==> src/rtl/keypad_scanner.sv <==
// 4x4 matrix keypad scanner: row scan, press/release debounce and key decode.
// Emits one single-cycle num/OP/C/EQ pulse per accepted press.
module keypad_scanner #(
    parameter int SCAN_DIV        = 4,
    parameter int DEBOUNCE_CYCLES = 8,
    parameter int CNT_W           = 16
) (
    input  logic       clk,
    input  logic       reset,
    input  logic [3:0] col_n,
    output logic [3:0] row_n,
    output logic       num,
    output logic       OP,
    output logic       C,
    output logic       EQ,
    output logic [3:0] digit,
    output logic [1:0] op_code
);

    typedef enum logic [1:0] {SCAN, DEBOUNCE, EMIT, WAIT_RELEASE} state_t;

    localparam logic [CNT_W-1:0] ONE       = CNT_W'(1);
    localparam logic [CNT_W-1:0] DWELL_END = CNT_W'(SCAN_DIV - 1);
    localparam logic [CNT_W-1:0] DB_LAST   = CNT_W'(DEBOUNCE_CYCLES - 1);

    state_t            state, state_nx;
    logic [3:0]        col_m, col_s;
    logic [1:0]        row_idx, row_nx;
    logic [1:0]        lat_col, lat_col_nx;
    logic [1:0]        low_col;
    logic [CNT_W-1:0]  dwell_cnt, dwell_nx;
    logic [CNT_W-1:0]  db_cnt, db_nx;
    logic              num_q, op_q, c_q, eq_q;
    logic              num_nx, op_nx, c_nx, eq_nx;
    logic [3:0]        digit_q, digit_nx;
    logic [1:0]        op_code_q, op_code_nx;
    logic              lat_bit;

    assign row_n   = ~(4'b0001 << row_idx);
    assign num     = num_q;
    assign OP      = op_q;
    assign C       = c_q;
    assign EQ      = eq_q;
    assign digit   = digit_q;
    assign op_code = op_code_q;
    assign lat_bit = col_s[lat_col];

    // Lowest-numbered low column wins when several keys share a row.
    always_comb begin
        low_col = 2'd3;
        if (!col_s[0])      low_col = 2'd0;
        else if (!col_s[1]) low_col = 2'd1;
        else if (!col_s[2]) low_col = 2'd2;
    end

    always_comb begin
        state_nx   = state;
        row_nx     = row_idx;
        lat_col_nx = lat_col;
        dwell_nx   = dwell_cnt;
        db_nx      = db_cnt;
        num_nx     = 1'b0;
        op_nx      = 1'b0;
        c_nx       = 1'b0;
        eq_nx      = 1'b0;
        digit_nx   = digit_q;
        op_code_nx = op_code_q;
        case (state)
            SCAN: begin
                if (dwell_cnt >= DWELL_END) begin
                    dwell_nx = '0;
                    if (col_s != 4'b1111) begin
                        state_nx   = DEBOUNCE;
                        lat_col_nx = low_col;
                        db_nx      = '0;
                    end else begin
                        row_nx = row_idx + 2'd1;
                    end
                end else begin
                    dwell_nx = dwell_cnt + ONE;
                end
            end
            DEBOUNCE: begin
                if (lat_bit) begin
                    state_nx = SCAN;
                    row_nx   = row_idx + 2'd1;
                    dwell_nx = '0;
                    db_nx    = '0;
                end else if (db_cnt >= DB_LAST) begin
                    state_nx = EMIT;
                    // Decode registered here so pulse and value land in the EMIT cycle.
                    if (lat_col == 2'd3) begin
                        op_nx      = 1'b1;
                        op_code_nx = row_idx;
                    end else if (row_idx != 2'd3) begin
                        num_nx   = 1'b1;
                        digit_nx = {2'b00, row_idx} * 4'd3 + {2'b00, lat_col} + 4'd1;
                    end else if (lat_col == 2'd1) begin
                        num_nx   = 1'b1;
                        digit_nx = 4'd0;
                    end else if (lat_col == 2'd0) begin
                        c_nx = 1'b1;
                    end else begin
                        eq_nx = 1'b1;
                    end
                end else if (db_cnt != '1) begin
                    db_nx = db_cnt + ONE;
                end
            end
            EMIT: begin
                state_nx = WAIT_RELEASE;
                db_nx    = '0;
            end
            WAIT_RELEASE: begin
                if (!lat_bit) begin
                    db_nx = '0;
                end else if (db_cnt >= DB_LAST) begin
                    state_nx = SCAN;
                    row_nx   = row_idx + 2'd1;
                    dwell_nx = '0;
                    db_nx    = '0;
                end else if (db_cnt != '1) begin
                    db_nx = db_cnt + ONE;
                end
            end
            default: state_nx = SCAN;
        endcase
    end

    always_ff @(posedge clk) begin
        if (reset) begin
            state     <= SCAN;
            col_m     <= 4'b1111;
            col_s     <= 4'b1111;
            row_idx   <= 2'd0;
            lat_col   <= 2'd0;
            dwell_cnt <= '0;
            db_cnt    <= '0;
            num_q     <= 1'b0;
            op_q      <= 1'b0;
            c_q       <= 1'b0;
            eq_q      <= 1'b0;
            digit_q   <= 4'd0;
            op_code_q <= 2'd0;
        end else begin
            state     <= state_nx;
            col_m     <= col_n;
            col_s     <= col_m;
            row_idx   <= row_nx;
            lat_col   <= lat_col_nx;
            dwell_cnt <= dwell_nx;
            db_cnt    <= db_nx;
            num_q     <= num_nx;
            op_q      <= op_nx;
            c_q       <= c_nx;
            eq_q      <= eq_nx;
            digit_q   <= digit_nx;
            op_code_q <= op_code_nx;
        end
    end

endmodule

==> config.mk <==
export PLATFORM = sky130hd
export DESIGN_NAME = keypad_scanner
export DESIGN_NICKNAME = d
export VERILOG_FILES = /design/src/rtl/keypad_scanner.sv
export SDC_FILE = /design/constraint.sdc
export NUM_CORES = 1
export LEC_CHECK = 0
export BUFFER_PORTS_ARGS = -buffer_cell sky130_fd_sc_hd__buf_2
export CORE_ASPECT_RATIO = 0.9
export CORE_MARGIN = 2
export CORE_UTILIZATION = 43
export DETAILED_ROUTE_END_ITERATION = 6
export GPL_TIMING_DRIVEN = 0
export SYNTH_ARGS = -nofsm -noshare
export SYNTH_HDL_FRONTEND = slang
export SYNTH_SLANG_ARGS = --single-unit
export TNS_END_PERCENT = 30
==> constraint.sdc <==
create_clock -name clk -period 1.9 [get_ports clk]
set_input_delay 0.475 -clock clk [delete_from_list [all_inputs] [get_ports clk]]
set_output_delay 0.475 -clock clk [all_outputs]
set_load 0.02 [all_outputs]
==> flow_summary.json <==
{
  "multi_input_area_um2": 1490,
  "setup_violations": 18,
  "power_mw": 2.32,
  "antenna_left": 0,
  "first_iter_violations": 105,
  "port_buffers": 18,
  "crit_path_start_kind": "flip-flop",
  "final_cell_mix": "dfxtp_1, buf_2, inv_1",
  "drv_cap": 0,
  "crit_slowest_cell": "fa_1",
  "cts_buffers": 5,
  "critPathLaunch": "lat_col[1]",
  "failed_checks": "setup timing",
  "drive_gt1_frac": 0.338,
  "final_common_cell": "dfxtp_1",
  "grt_pass1_vias": 1969,
  "clk_path_buf_depth": 2,
  "post-route-min-period_ns": 2.06,
  "place_congestion": 0.786,
  "yosysSeqAreaShare": 0.448,
  "r2r-start": "lat_col[1]",
  "htree_levels": 2,
  "slew_headroom": 0.514,
  "dieHeight_um": 76.4,
  "worstHoldStart": "col_n[1]",
  "ys_types": 45,
  "synth_warnings": 0,
  "root_buffer": "clkbuf_8",
  "synth-simple-area-share": 0.252,
  "synth_xor_area_frac": 0.00700,
  "cpPeakStageDelay_ns": 0.55,
  "first_pass_iters": 4,
  "syn_inst": 265,
  "slew_viol_final": 0,
  "ios": 20,
  "ff2ff_setup_slack_ns": -0.16,
  "synth_ff_type": "dfxtp_1",
  "rsz0062_at_grt": "yes",
  "setup_ws_ns": -0.160,
  "grt_max_degree": 18,
  "ff_latch_area_um2": 1130,
  "clk_latency_ns": 0.32,
  "fin_nets": 324,
  "synth_edf_count": 0,
  "critPathArrivalTime_ns": 2.31,
  "fmax_mhz": 485,
  "hold_viol": 0,
  "cts_tree": "built",
  "cp-end-kind": "flip-flop",
  "start_util": 0.442,
  "die_area_um2": 6440,
  "synth_compound_area_frac": 0.132,
  "path_clk_slew_ns": 0.10,
  "dp_hpwl_um": 3650,
  "cts.sinks": 56,
  "post-route-period-util": 1.08,
  "dp_worst_setup_slack_ns": -0.364,
  "track_usage": 0.178,
  "fin_util": 0.565,
  "synth_area_leaders": "dfxtp_1, ha_1, nor3_1",
  "peakVddDrop_mv": 0.464,
  "hold_end": "col_m[1]",
  "syn_area_um2": 2500,
  "area_delta_synth_final_pct": 27.9,
  "diodes": 0,
  "crit_fanout": 2,
  "grt_pass1_wl_um": 9300,
  "worst_r2r_endpoint": "digit[2]",
  "wl_per_cell_um": 15.4,
  "via_per_inst": 5.64,
  "hold_buffers": 0,
  "synth_mux_area_frac": 0.0395,
  "hold_class": "in2reg",
  "status": "complete, but fails checks",
  "synth_top_family_by_area": "simple AND/OR/NAND/NOR gates",
  "drt-total-wl_um": 5810,
  "crit_chain": "fa_1, inv_1, fa_2, xor2_1, or4_1, a21oi_1",
  "coreArea_um2": 5660,
  "ff2ff_path_depth": 6,
  "synthAdderAreaFrac": 0.0650,
  "crit_type": "reg2reg",
  "fillers": 537,
  "synth.largest_area_cell": "dfxtp_1",
  "die_w_um": 84.4,
  "netlist.area_leader.share": 0.448,
  "syn_nets": 282,
  "vias": 2133,
  "std_cell_rows": 26,
  "worst_pin_slew_ns": 0.727,
  "p_leak_nw": 1.24,
  "yosys_register_bits": 56,
  "remaining_drc_errors": 0,
  "clock_skew_ns": 0.0104,
  "async_flop_share": 0,
  "antenna_found_initial": 0,
  "power_density_nw_per_um2": 727,
  "grt.overflow.total": 0,
  "avgSynthCellArea_um2": 9.44,
  "crit_required_ns": 2.15,
  "whs_path_depth": 2
}
[per-stage QoR]
step,instances,hold WS [ns],instance area (um2),TNS [ns]
3_3_place_gp,353,0.393,2690,-9.76
4_1_cts,372,0.323,2940,-0.438
3_5_place_dp,353,0.393,2690,-10.08
2_1_floorplan,265,0.389,2510,-0.252
6_report,378,0.329,3200,-0.915
5_1_grt,378,0.321,3200,-2.78
[cells in the mapped netlist, types with 6 or more instances]
library cell,n
a21oi_1,14
a41oi_1,10
and3_1,14
clkbuf_1,6
dfxtp_1,56
ha_1,9
inv_1,16
nand2_1,7
nand3_1,10
nor2_1,13
nor3_1,18
o21ai_0,8
or2_2,10
[power by group]
part / switching (mW) / internal (mW)
Sequential: 0.0343 / 1.21
Clock: 0.412 / 0.338
Combinational: 0.184 / 0.151
Total: 0.630 / 1.69
[worst max-delay path: cells and delay by family (launching register included)]
family / cells / cell delay [ns]
AOI/OAI and AO/OA: 1 / 0.13
xor gates and xnor gates: 1 / 0.16
adders and majority gates: 2 / 0.88
buffers and inverters: 1 / 0.06
DFF: 1 / 0.37
and+or+nand+nor: 1 / 0.41
[flip-flops by register name (all words and copies together), names as in the netlist, named ones only]
| signal | count |
|---|---|
| C | 1 |
| EQ | 1 |
| OP | 1 |
| col_m | 4 |
| col_s | 4 |
| db_cnt | 16 |
| digit | 4 |
| dwell_cnt | 16 |
| lat_col | 2 |
| num | 1 |
| op_code | 2 |
| row_idx | 2 |
| state | 1 |
[layout make-up]
| cell class | count | share of cell area |
|---|---|---|
| repair buffers | 36 | 0.0739 |
| clock buffers | 6 | 0.0293 |
| clock inverters | 2 | 0.00391 |
| plain buffers | 12 | 0.0266 |
| multi-input cells | 180 | 0.466 |
| well taps | 70 | 0.0274 |
| flip-flops and latches | 56 | 0.354 |
| inverters | 16 | 0.0188 |
[routing by layer]
| layer | share of wire | track usage |
|---|---|---|
| met5 | 0 | 0 |
| met4 | 0.013 | 0.0571 |
| met3 | 0.027 | 0.0368 |
| met2 | 0.47 | 0.280 |
| met1 | 0.49 | 0.247 |
[how the worst max path moves through the flow]
stage,endpoint,depth (start not counted)
after global placement,db_cnt[3],8
after global routing,digit[2],6
after detailed placement,dwell_cnt[14],7
after floorplan,digit[2],6
after CTS,digit[2],6
final,digit[2],6
[repair_timing]
| action | CTS | global route |
|---|---|---|
| cloned | 1 | 1 |
| setup endpoints to repair | 46 | 36 |
| buffers inserted | 11 | 5 |
| gates resized for setup | 15 | 37 |
| pin swaps | 5 | 9 |
[cells by family after synthesis]
logic type,after synthesis
AND/OR/NAND/NOR,109
adder cells (fa/ha/maj),12
AO/OA/AOI/OAI,49
multiplexers,8
flip-flops,56
buffers and inverters,29
XOR/XNOR,2
Power figures use the tool's default switching activity.
